## src/rtl/serial_word_assembler.sv

```systemverilog
// serial_word_assembler: collects BIT_WIDTH serial bits into a parallel word and
// presents it on a valid/ready port backed by a one-word holding register.
// Optional build macro: LSB_FIRST_EN selects LSB-first wire order (default MSB-first).
module serial_word_assembler #(
    parameter int BIT_WIDTH = 28
) (
    input  logic                 clk,
    input  logic                 rst_n,
    input  logic                 bit_in,
    input  logic                 bit_valid,
    input  logic                 frame_start,
    output logic [BIT_WIDTH-1:0] word_out,
    output logic                 word_valid,
    input  logic                 word_ready,
    output logic                 busy,
    output logic                 overrun
);

    localparam int CW = $clog2(BIT_WIDTH + 1);
    localparam logic [CW-1:0] LAST = CW'(BIT_WIDTH - 1);

    typedef enum logic {IDLE, SHIFT} state_t;

    state_t                 state_q, state_d;
    logic [CW-1:0]          cnt_q, cnt_d;
    logic [BIT_WIDTH-1:0]   sh_q, sh_d;
    logic [BIT_WIDTH-1:0]   word_q, word_d;
    logic                   valid_q, valid_d;
    logic                   ovr_q, ovr_d;

    // frame_start wipes the partial word before the current bit is applied
    logic [CW-1:0]          base_cnt;
    logic [BIT_WIDTH-1:0]   base_sh;
    logic [BIT_WIDTH-1:0]   shifted;
    logic                   complete;

    assign base_cnt = frame_start ? '0 : cnt_q;
    assign base_sh  = frame_start ? '0 : sh_q;

`ifdef LSB_FIRST_EN
    assign shifted = {bit_in, base_sh[BIT_WIDTH-1:1]};
`else
    assign shifted = {base_sh[BIT_WIDTH-2:0], bit_in};
`endif

    // Next-state: bit assembly, completion, output handshake and overrun detection
    always_comb begin
        state_d  = state_q;
        cnt_d    = cnt_q;
        sh_d     = sh_q;
        word_d   = word_q;
        valid_d  = valid_q;
        ovr_d    = 1'b0;
        complete = 1'b0;

        if (frame_start) begin
            state_d = IDLE;
            cnt_d   = '0;
            sh_d    = '0;
        end

        if (bit_valid) begin
            if (base_cnt == LAST) begin
                complete = 1'b1;
                state_d  = IDLE;
                cnt_d    = '0;
                sh_d     = '0;
            end else begin
                state_d  = SHIFT;
                cnt_d    = base_cnt + CW'(1);
                sh_d     = shifted;
            end
        end

        // A word that completes while the held word is stalled is dropped
        if (complete) begin
            if (!valid_q || word_ready) begin
                word_d  = shifted;
                valid_d = 1'b1;
            end else begin
                ovr_d   = 1'b1;
            end
        end else if (valid_q && word_ready) begin
            valid_d = 1'b0;
        end
    end

    // State registers with asynchronous clear
    always_ff @(posedge clk or negedge rst_n) begin
        if (!rst_n) begin
            state_q <= IDLE;
            cnt_q   <= '0;
            sh_q    <= '0;
            word_q  <= '0;
            valid_q <= 1'b0;
            ovr_q   <= 1'b0;
        end else begin
            state_q <= state_d;
            cnt_q   <= cnt_d;
            sh_q    <= sh_d;
            word_q  <= word_d;
            valid_q <= valid_d;
            ovr_q   <= ovr_d;
        end
    end

    assign word_out   = word_q;
    assign word_valid = valid_q;
    assign busy       = (state_q == SHIFT);
    assign overrun    = ovr_q;

endmodule

```

## config.mk

```make
export PLATFORM = sky130hd
export DESIGN_NAME = serial_word_assembler
export DESIGN_NICKNAME = d
export VERILOG_FILES = /design/src/rtl/serial_word_assembler.sv
export SDC_FILE = /design/constraint.sdc
export NUM_CORES = 1
export LEC_CHECK = 0
export ABC_AREA = 0
export BUFFER_PORTS_ARGS = -buffer_cell sky130_fd_sc_hd__buf_4
export CAP_MARGIN = 20
export CORE_MARGIN = 2
export CORE_UTILIZATION = 63
export CTS_BUF_LIST = sky130_fd_sc_hd__clkbuf_4 sky130_fd_sc_hd__clkbuf_8
export CTS_CLUSTER_SIZE = 25
export DETAILED_ROUTE_END_ITERATION = 7
export MAX_ROUTING_LAYER = met4
export PLACE_DENSITY_LB_ADDON = 0.1
export SYNTH_ARGS = -nofsm -noshare
export SYNTH_HDL_FRONTEND = slang
export SYNTH_SLANG_ARGS = --single-unit
```

## constraint.sdc

```tcl
create_clock -name clk -period 3.4 [get_ports clk]
set_input_delay 0.17 -clock clk [delete_from_list [all_inputs] [get_ports clk]]
set_output_delay 0.17 -clock clk [all_outputs]
set_load 0.02 [all_outputs]
```

# Word level (Yosys, flattened, before mapping)
# Index checks and enable logic that the tools add are counted.
# word_totals
ff_bits	63
inputBits	6
out_inout_bits	31
# classes
addsub	1
eq_ne	2
mux	16
reduce_logical	7
# ops
op	n
27-bit two-way mux	3
5-bit two-way mux	3
1-bit two-way mux	10
5-bit by 1-bit adder with 5-bit output, second input constant	1
5-bit == test, second input constant	1
2-bit AND reduction	2
2-bit nonzero test	2
2-bit by 1-bit != test with 1-bit output, second input constant	1
1-bit logical AND	1
1-bit logical NOT	1
1-bit logical OR	1

# Depth between registers and ports, before layout
# Gate-level depths: netlist of run 1.
# depth
ltp_word	6
mapped_depth	9
ltp_nobuf	5

# Worst setup path after synthesis of run 1
# No wires, ideal clock.
# synth_path
path_type	input to register
startpoint	in frame_start
endpoint	reg word_q[10], in the netlist word_out[10]
setup_ps	125
arrival_time_ps	1892
required_ps	3275
slack_ps	1383
path_stages	9
path_buffers	4
cell_sequence	buf_2 clkbuf_1 nor2b_1 ha_1 nand4b_4 nor3b_2 buf_6 buf_12 mux2_4
# synth_via
elab_chain_len	5
# synth_rtl
item	line	rtl
from (decl)	11	input logic frame_start,
5-bit two-way mux	--	
5-bit == test	63	if (base_cnt == LAST) begin
1-bit two-way mux	63	
1-bit two-way mux	62	if (bit_valid) begin
2-bit AND reduction (no source line)	--	
to (signal assigned)	101	word_q <= word_d;
to (decl)	27	logic [BIT_WIDTH-1:0] word_q, word_d;
# Several ways; a longest one is shown, not always the timed one.
# A chain may end at the register's enable or synchronous reset.

# Final worst setup path of run 1
# layout_path
startpoint	reg cnt_q[0]
endpoint	reg word_q[27], in the netlist word_out[27]
# layout_via
elab_chain_len	5
# layout_rtl
item	line	rtl
from (decl)	25	logic [CW-1:0] cnt_q, cnt_d;
from (signal assigned)	99	cnt_q <= cnt_d;
5-bit two-way mux	--	
5-bit == test	63	
1-bit two-way mux	63	
1-bit two-way mux	62	
2-bit AND reduction (no source line)	--	
# Every way passes these cells.

==> metrics.txt, run 1 <==
Post-CTS Hold Buffers 1; final setup fails 0; number of synthesized flops with an enable pin 0; Worst slew margin 0.318; Via Count 1597; startpoint types flip-flop; Crit Path Max Fanout 18; GRT Util Overall 0.223; met1 Use GR 0.284; nets 233; synth warn 0; antenna violations before repair 0; Via density between 5 and 6; Synth Register Bits 63; hpwl dp between 2000 and 3000 µm; worst-skew pair later-pin latency 0.33 ns; Site Rows 23; die height a little under 70 µm; met2 usage 0.313; asr flop ratio synth 1.00; drt first pass iters 4; Cell Int Power between 1 and 1.5 mW; worst vdd ir between 0.0002 and 0.00025 V; post-synthesis sequential area ratio 0.588; Hold Path Class input pin to flip-flop; switching portion of total power 0.206; Achievable Freq 392 MHz; min-delay src bit_in; cell area after synthesis 2680 µm²; most common cell in the synthesized netlist dfrtp_1; hold depth 2; Yosys top cell area share 0.588; Leak Pwr 1.61 nW; first-pass GRT wire length 7920 µm; R2R setup slack 0.85 ns; clock sink count 63; Hold Fails Final Rpt 0; total power 1.45 mW; root buffer cell clkbuf_8; RSZ-0062 raised after global routing no; Post-CTS Setup Repair Bufs 0; R2R depth 6; routability cong. 0.868; DRC 0; Layout Cells excl Fill 280; syn avg cell area 14.2 µm²; largest cells by area after synthesis dfrtp_1, mux2_4, a22o_1; skew final 0.00716 ns; CTS Buf Count 9; die footprint 4790 µm²; Final Worst Setup Slack 0.847 ns; P_sw 297 µW; outcome finished, final reports clean; GRT overflow 0; CTS tree yes; reg2reg start cnt_q[0]$_DFF_PN0_; Worst setup EP type flip-flop; Post-Syn Instances 189; fin crit share 0.751; largest net degree at the start of global routing 64; final WL 4730 µm; Flop pwr share 0.526; met3 GRT Util 0.0654; Comb pwr share 0.040; critical path data required time 3.61 ns; # IOs 37; r2r endpoint word_out[27]$_DFFE_PN0P_; Commonest cells post-synth dfrtp_1, nor2b_1, a22o_1; vias in the first global route 1608; # resized after CTS 0; Antenna Cells 0; Setup TNS 0 ns; DRT iter0 DRCs between 90 and 100; Die Width 69.2 µm; Clk pwr share 0.434; Core Footprint 4060 µm²; I/O Buffers 36; Max-Cap Viols 0; fin. max-slew vios 0; Post-Place Setup Slack 0.766 ns; layout cells sized above 1 0.378; deepest clock path buffer count 2; Area Growth Syn to Fin 17.3%; gr busiest metal met2; Post-Place Cells about 260; ANT nets after route 0; Clk pin slew, worst setup/hold paths about 0.06 ns; worst-margin pin slew 1.02 ns; library cells used by synthesis 26; Tmin final 2.55 ns; # H-tree levels 3; detailed-route wire length per cell 16.9 µm; initial core utilization 0.661; area leader, netlist dfrtp_1; Hold EP word_out[0]$_DFFE_PN0P_; Synth Flop Type dfrtp_1; CP Class flip-flop to flip-flop; PwrDens roughly 460 nW/µm²; Worst Path Arrival 2.77 ns; Synth Net Count 196
-- worst max-delay path: stages, from the launching register on --
cell and delay, ns:
dfrtp_1 0.35, nor2b_1 0.23, ha_1 0.29, nand4b_4 0.17
nor3b_4 0.60, buf_4 0.43, mux2_2 0.37
-- per-layer routing --
metal  routed length (µm)  vias up
met2                 2290       49
met5                    0        -
met1                 2090      798
met4                  123        0
met3                  226       15
li1                     -      735
-- layout by cell type, fill, tap and decap left out, types with 2 or more instances in the layout --
| cell | n |
|---|---|
| nor3_1 | 2 |
| clkbuf_8 | 9 |
| nand2_1 | 3 |
| a22o_1 | 26 |
| mux2_2 | 9 |
| dfrtp_1 | 63 |
| clkbuf_4 | 5 |
| a21oi_1 | 2 |
| nor2_1 | 4 |
| xor2_1 | 2 |
| nand3_1 | 2 |
| nor2b_1 | 30 |
| mux2_4 | 20 |
| o21ai_0 | 2 |
| buf_4 | 38 |
-- power by group through the flow --
stage / Sequential, mW / Combinational [mW] / Clock, mW
global route: 0.761 / 0.0645 / 0.676
finish: 0.761 / 0.0572 / 0.628
floorplan: 0.774 / 0.0306 / 0
detailed placement: 0.775 / 0.0576 / 0
CTS: 0.761 / 0.0583 / 0.645
global placement: 0.774 / 0.0540 / 0
-- kinds of logic after synthesis --
kind of cell             share of synthesized area
XOR/XNOR                                   0.00653
flip-flops                                   0.588
adder cells (fa/ha/maj)                    0.00467
AO/OA/AOI/OAI                               0.0952
buffers and inverters                       0.0369
AND/OR/NAND/NOR                              0.115
multiplexers                                 0.154
-- registers in the layout (all words and copies together), names as in the netlist --
name        count
word_valid      1
cnt_q           5
overrun         1
word_out       28
sh_q           27
busy            1
-- worst max path at each step --
stage / startpoint / end / slack [ns]
2_1_floorplan: frame_start / word_out[10]$_DFFE_PN0P_ / 1.38
3_3_place_gp: frame_start / word_out[27]$_DFFE_PN0P_ / 0.90
3_5_place_dp: frame_start / word_out[27]$_DFFE_PN0P_ / 0.77
4_1_cts: cnt_q[0]$_DFF_PN0_ / word_out[27]$_DFFE_PN0P_ / 0.85
5_1_grt: cnt_q[0]$_DFF_PN0_ / word_out[27]$_DFFE_PN0P_ / 0.69
6_report: cnt_q[0]$_DFF_PN0_ / word_out[27]$_DFFE_PN0P_ / 0.85
-- stage by stage --
step	instance area [µm²]	hold slack, ns	utilization
2_1_floorplan	2680	-0.126	-
3_3_place_gp	2940	0.276	0.725
3_5_place_dp	2940	0.291	0.725
4_1_cts	3140	0.0723	0.775
5_1_grt	3140	0.0738	0.775
6_report	3140	0.0897	0.775
-- cell type report --
| cell class | count | area, µm² |
|---|---|---|
| clock buffer | 14 | 161 |
| clock inverter | 1 | 30.0 |
| fill | 252 | 913 |
| inverter | 1 | 3.75 |
| multi-input combinational | 112 | 1010 |
| sequential | 63 | 1580 |
| tap | 50 | 62.6 |
| timing repair buffer | 39 | 295 |
(Power assumes the default switching activity.)
==> run 2, diff against run 1 <==
--- a/config.mk
+++ b/config.mk
@@ -9,7 +9,7 @@
 export BUFFER_PORTS_ARGS = -buffer_cell sky130_fd_sc_hd__buf_4
 export CAP_MARGIN = 20
 export CORE_MARGIN = 2
-export CORE_UTILIZATION = 63
+export CORE_UTILIZATION = 53
 export CTS_BUF_LIST = sky130_fd_sc_hd__clkbuf_4 sky130_fd_sc_hd__clkbuf_8
 export CTS_CLUSTER_SIZE = 25
 export DETAILED_ROUTE_END_ITERATION = 7
==> constraint.sdc (replaced) <==
create_clock -name clk -period 2.16 [get_ports clk]
set_input_delay 0.108 -clock clk [delete_from_list [all_inputs] [get_ports clk]]
set_output_delay 0.108 -clock clk [all_outputs]
set_load 0.02 [all_outputs]
==> run 2 against run 1 <==
Compared with the run above:
- flip-flop and latch count did not move
- count of clock-buffer cells in the layout down 1
- wire length fell by 3.0%
- sequential power rose by 58%
- register-to-register slack worse by 0.67 ns
- hold slack got worse by 0.054 ns
- clock skew shrank 0.0025 ns
- total power up 58%
- critical path depth is the same
- first-iteration DRC count rose by 20%
- setup slack got worse by 0.67 ns
- highest routed layer unchanged
==> metrics.txt, run 2 (synthesis results as in run 1) <==
Post-Place Cells 284 (+7.6%); worst-skew pair later-pin latency 0.33 ns (about the same); max reg flops 28 (unchanged); Layout Cells excl Fill 299 (+6.8%); RSZ-0062 raised after global routing no; Die Width 75.1 µm (+8.5%); CTS Buf Count 9 (unchanged); startpoint types flip-flop; Site Rows 25 (+8.7%); Worst Path Arrival 2.19 ns (-0.58 ns); hpwl dp 2930 µm (about the same); first-pass GRT wire length 7760 µm (-2.1%); critical path data required time 2.37 ns (-1.24 ns); fin. max-slew vios 0 (unchanged); Post-CTS Setup Repair Bufs 0 (unchanged); Via density 5.29 (-7.2%); root buffer cell clkbuf_8; Worst slew margin 0.491 (+0.173); PwrDens 716 nW/µm² (+56%); die footprint 5640 µm² (+18%); deepest clock path buffer count 2 (unchanged); fin crit share 0.918 (+0.167); routability cong. 0.929 (+7.1%); CTS tree yes; crit-path cells nor2b_1, ha_1, nand4b_4, nor3b_4, buf_4, mux2_2; CP max stage delay 0.35 ns (-0.25 ns); Leak Pwr 1.63 nW (+1.3%); DRT iter0 DRCs 113 (+20%); I/O Buffers 36 (unchanged); Max-Cap Viols 0 (unchanged); final hold slack 0.0355 ns (-0.0542 ns); Worst setup EP type flip-flop; detailed-route wire length per cell 15.3 µm (-9.2%); worst vdd ir 0.000579 V (+140%); # IOs 37 (unchanged); initial core utilization 0.560 (-0.101); layout cells sized above 1 0.384 (+0.00536); ANT nets after route 0 (unchanged); Core Util, Final 0.667 (-0.108); CP Class flip-flop to flip-flop; final setup fails 0 (unchanged); Crit Path Max Fanout 10 (-8); antenna violations before repair 0 (unchanged); outcome finished, final reports clean; Tmin final 1.98 ns (-0.570 ns); most frequent cells in the layout dfrtp_1, buf_4, nor2b_1; nets 236 (+1.3%); vias in the first global route 1621 (+0.81%); GRT overflow 0 (unchanged); Area Growth Syn to Fin 19.0%; worst-margin pin slew 0.763 ns (-0.258 ns); clock sink count 63 (unchanged); most common cell after layout, fill and taps aside dfrtp_1; GRT Util Overall 0.196 (-0.0272); # H-tree levels 3 (unchanged); Core Footprint 4790 µm² (+18%); skew final 0.00466 ns (-0.00250 ns); Setup TNS 0 ns (unchanged); WP buf/inv 1 (unchanged); final WL 4590 µm (-3.0%); Hold Fails Final Rpt 0 (unchanged); Hold Path Class input pin to flip-flop; Crit-path slowest cell dfrtp_1; Antenna Cells 0 (unchanged); delay-heaviest family, CP simple AND/OR/NAND/NOR gates; Clk pin slew, worst setup/hold paths 0.06 ns (about the same); DRC 0 (unchanged); Achievable Freq 504 MHz (+29%); die height 75.1 µm (+8.5%); largest net degree at the start of global routing 64 (unchanged); Via Count 1582 (-0.94%); drt first pass iters 4 (unchanged)
==> run 2: cell types whose count changed in the layout (fill, tap and decap cells not counted), sizes merged <==
cell	before	now
clkbuf	14	13
buf	38	41
==> run 2: final timing paths <==
check,startpoint,end,slack [ns],cells after the start
max,cnt_q[0]$_DFF_PN0_,word_out[0]$_DFFE_PN0P_,0.18,6
min,bit_in,word_out[0]$_DFFE_PN0P_,0.04,2
max reg2reg,cnt_q[0]$_DFF_PN0_,word_out[0]$_DFFE_PN0P_,0.18,6
min reg2reg,sh_q[26]$_DFF_PN0_,sh_q[26]$_DFF_PN0_,0.50,1
max in group asynchronous,rst_n,word_out[5]$_DFFE_PN0P_,1.26,2
min in group asynchronous,rst_n,word_out[21]$_DFFE_PN0P_,0.40,2
==> run 2: cell type report <==
cell class	instances	area, µm²
clock buffer	13	160
clock inverter	1	30.0
fill	369	1590
inverter	1	3.75
multi-input combinational	112	1020
sequential	63	1580
tap	67	83.8
timing repair buffer	42	318
==> run 2: timing repair <==
| action | CTS | global route |
|---|---|---|
| resized for setup | 0 | 1 |
| hold buffers | 1 | 0 |
| hold endpoints to repair | 63 | 0 |
| endpoints found under the setup margin | 0 | 26 |
==> run 2: through the flow <==
step	power [mW]	cell area [µm²]	worst slack, ns
floorplan	1.27	2680	0.205
global placement	1.30	2990	0.191
detailed placement	1.31	2990	0.0980
CTS	2.31	3190	0.0700
global route	2.38	3190	0.0620
finish	2.29	3190	0.177
==> run 2: where the power goes <==
group	leakage, nW	total (mW)	internal, mW	switching (mW)
registers	0.872	1.20	1.19	0.00697
logic	0.662	0.0908	0.0271	0.0637
clock network	0.0998	0.997	0.591	0.405
==> run 2: layer usage <==
metal	global-route usage	vias up	wire length [µm]
li1	-	736	-
met3	0.0562	9	186
met4	0.105	0	79
met2	0.275	49	2140
met1	0.258	788	2180
met5	-	-	0
==> run 3, diff against run 2 <==
--- a/config.mk
+++ b/config.mk
@@ -9,7 +9,7 @@
 export BUFFER_PORTS_ARGS = -buffer_cell sky130_fd_sc_hd__buf_4
 export CAP_MARGIN = 20
 export CORE_MARGIN = 2
-export CORE_UTILIZATION = 53
+export CORE_UTILIZATION = 59
 export CTS_BUF_LIST = sky130_fd_sc_hd__clkbuf_4 sky130_fd_sc_hd__clkbuf_8
 export CTS_CLUSTER_SIZE = 25
 export DETAILED_ROUTE_END_ITERATION = 7
==> constraint.sdc (replaced) <==
create_clock -name clk -period 2.1 [get_ports clk]
set_input_delay 0.105 -clock clk [delete_from_list [all_inputs] [get_ports clk]]
set_output_delay 0.105 -clock clk [all_outputs]
set_load 0.02 [all_outputs]
==> run 3 against run 2 <==
Compared with the run above:
- register-to-register slack got worse by 0.03 ns
- sequential share of layout area decreased by 0.48 points
- maximum frequency increased by 1.7%
- clock power about the same
- design area increased by 0.98%
- flip-flop and latch count unchanged
- critical path type unchanged
- critical endpoint is now word_out[27]$_DFFE_PN0P_
- wire length increased by 0.26%
- via count increased by 2.3%
- die area decreased by 9.6%
==> metrics.txt, run 3 (synthesis results as in run 1) <==
outcome finished, final reports clean; # H-tree levels 3 (unchanged); hpwl dp 2900 µm (-1.1%); vias in the first global route 1644 (+1.4%); worst vdd ir 0.000427 V (-26%); min-delay src bit_in; Core Util, Final 0.740 (+0.0733); Post-CTS Setup Repair Bufs 0 (unchanged); fill count 282 (-24%); Crit Path Max Fanout 15 (+5); Worst slew margin 0.489 (-0.00183); Clk pin slew, worst setup/hold paths 0.07 ns (about the same); DRT iter0 DRCs 93 (-18%); drt first pass iters 4 (unchanged); largest net degree at the start of global routing 64 (unchanged); CP Class flip-flop to flip-flop; Cell Int Power 1.83 mW (+0.95%); startpoint types flip-flop; Hold EP word_out[0]$_DFFE_PN0P_; initial core utilization 0.616 (+0.0555); r2r endpoint word_out[27]$_DFFE_PN0P_; Core Footprint 4350 µm² (-9.0%); Site Rows 24 (-4.0%); multi-input logic area 1030 µm² (+0.74%); ANT nets after route 0 (unchanged); Via density 5.62 (+6.2%); hold depth 2 (unchanged); final setup fails 0 (unchanged); critical path data required time 2.31 ns (-0.06 ns); clock sink count 63 (unchanged); Leak Pwr 1.65 nW (+0.84%); CTS Buf Count 9 (unchanged); Flop pwr share 0.527 (+0.003); detailed-route wire length per cell 16.0 µm (+4.1%); max reg flops 28 (unchanged); placed instance area 2980 µm² (-0.21%); Comb pwr share 0.043 (+0.003); final WL 4600 µm (+0.26%); GRT overflow 0 (unchanged); Post-Place Cells 269 (-5.3%); Area Growth Syn to Fin 20.2%; R2R setup slack 0.15 ns (-0.03 ns); nets 238 (+0.85%); routability cong. 0.736 (-21%); R2R depth 6 (unchanged); Final Instance Area 3220 µm² (+0.98%); Die Width 71.4 µm (-4.9%); FF/Latch Area 1580 µm² (unchanged); layout cells sized above 1 0.403 (+0.0189); root buffer cell clkbuf_8; GRT Util Overall 0.206 (+0.00987); most common cell after layout, fill and taps aside dfrtp_1; worst-skew pair later-pin latency 0.33 ns (about the same); Max-Cap Viols 0 (unchanged); Tmin final 1.95 ns (-0.0326 ns); first-pass GRT wire length 7710 µm (-0.53%); Worst setup EP type flip-flop; fin. max-slew vios 0 (unchanged); P_sw 510 µW (+7.2%); # IOs 37 (unchanged); DRC 0 (unchanged); Via Count 1618 (+2.3%); most frequent cells in the layout dfrtp_1, buf_4, nor2b_1; fin crit share 0.929 (+0.0107); total power 2.34 mW (+2.2%); worst-margin pin slew 0.766 ns (+0.00274 ns); reg2reg start cnt_q[0]$_DFF_PN0_; Hold Path Class input pin to flip-flop; deepest clock path buffer count 2 (unchanged); die height 71.4 µm (-4.9%); switching portion of total power 0.218 (+0.0100); Clk pwr share 0.430 (-0.006); I/O Buffers 36 (unchanged); RSZ-0062 raised after global routing no; skew final 0.00513 ns (+0.000464 ns); Setup TNS 0 ns (unchanged); Hold Fails Final Rpt 0 (unchanged); PwrDens 725 nW/µm² (+1.3%); antenna violations before repair 0 (unchanged); CTS tree yes; Antenna Cells 0 (unchanged); Achievable Freq 513 MHz (+1.7%); worst setup path start cnt_q[0]$_DFF_PN0_; Worst Path Arrival 2.16 ns (-0.03 ns); Layout Cells excl Fill 288 (-3.7%); die footprint 5100 µm² (-9.6%)
==> run 3: changes by cell type in the layout (fill, tap and decap cells not counted), sizes merged <==
cell	before	now
clkinv	0	1
buf	41	42
clkbuf	13	14
dlygate4sd3	1	2
clkinvlp	0	1
bufinv	1	0
==> run 3: stage by stage <==
stage,hold slack [ns],setup WS (ns)
6_report,0.0232,0.150
5_1_grt,0.0161,0.0529
4_1_cts,0.00976,0.0440
3_5_place_dp,0.230,0.0140
3_3_place_gp,0.209,0.107
2_1_floorplan,-0.191,0.148
==> run 3: area by class of cell <==
type,instances,share of cell area
clock inverters,2,0.00388
repair buffers,44,0.109
multi-input cells,112,0.319
inverters,1,0.00116
flip-flops and latches,63,0.489
well taps,52,0.0202
clock buffers,14,0.0578
==> run 3: how the worst max path moves through the flow <==
stage	endpoint	slack, ns	cells after the start
finish	word_out[27]$_DFFE_PN0P_	0.15	6
global route	word_out[27]$_DFFE_PN0P_	0.05	6
CTS	word_out[1]$_DFFE_PN0P_	0.04	6
detailed placement	sh_q[18]$_DFF_PN0_	0.01	5
global placement	word_out[4]$_DFFE_PN0P_	0.11	6
floorplan	word_out[10]$_DFFE_PN0P_	0.15	9
==> run 3: per-layer routing <==
layer / GRT usage / up-vias / wire length (µm)
li1: - / 751 / -
met1: 0.263 / 818 / 2170
met2: 0.305 / 43 / 2190
met3: 0.0464 / 6 / 186
met4: 0.117 / 0 / 54
met5: - / - / 0
==> run 3: repair_timing <==
action	4_1_cts	5_1_grt
resized for setup	1	6
hold buffers	2	0
endpoints found under the hold margin	64	0
cloned	0	1
endpoints found under the setup margin	3	13
pin swaps	0	1
==> run 3: critical path, cell delays in order (launching register included) <==
cell      delay (ns)
dfrtp_1         0.34
nor2b_2         0.18
ha_2            0.24
nand4b_4        0.16
nor3b_4         0.34
buf_12          0.22
mux2_2          0.34
==> run 3: power groups by stage <==
stage               clock network, mW  logic, mW  registers, mW
global placement                    0     0.0897           1.25
floorplan                           0     0.0495           1.25
finish                           1.00     0.0997           1.23
detailed placement                  0     0.0955           1.25
CTS                              1.03     0.0994           1.23
global route                     1.08      0.113           1.23
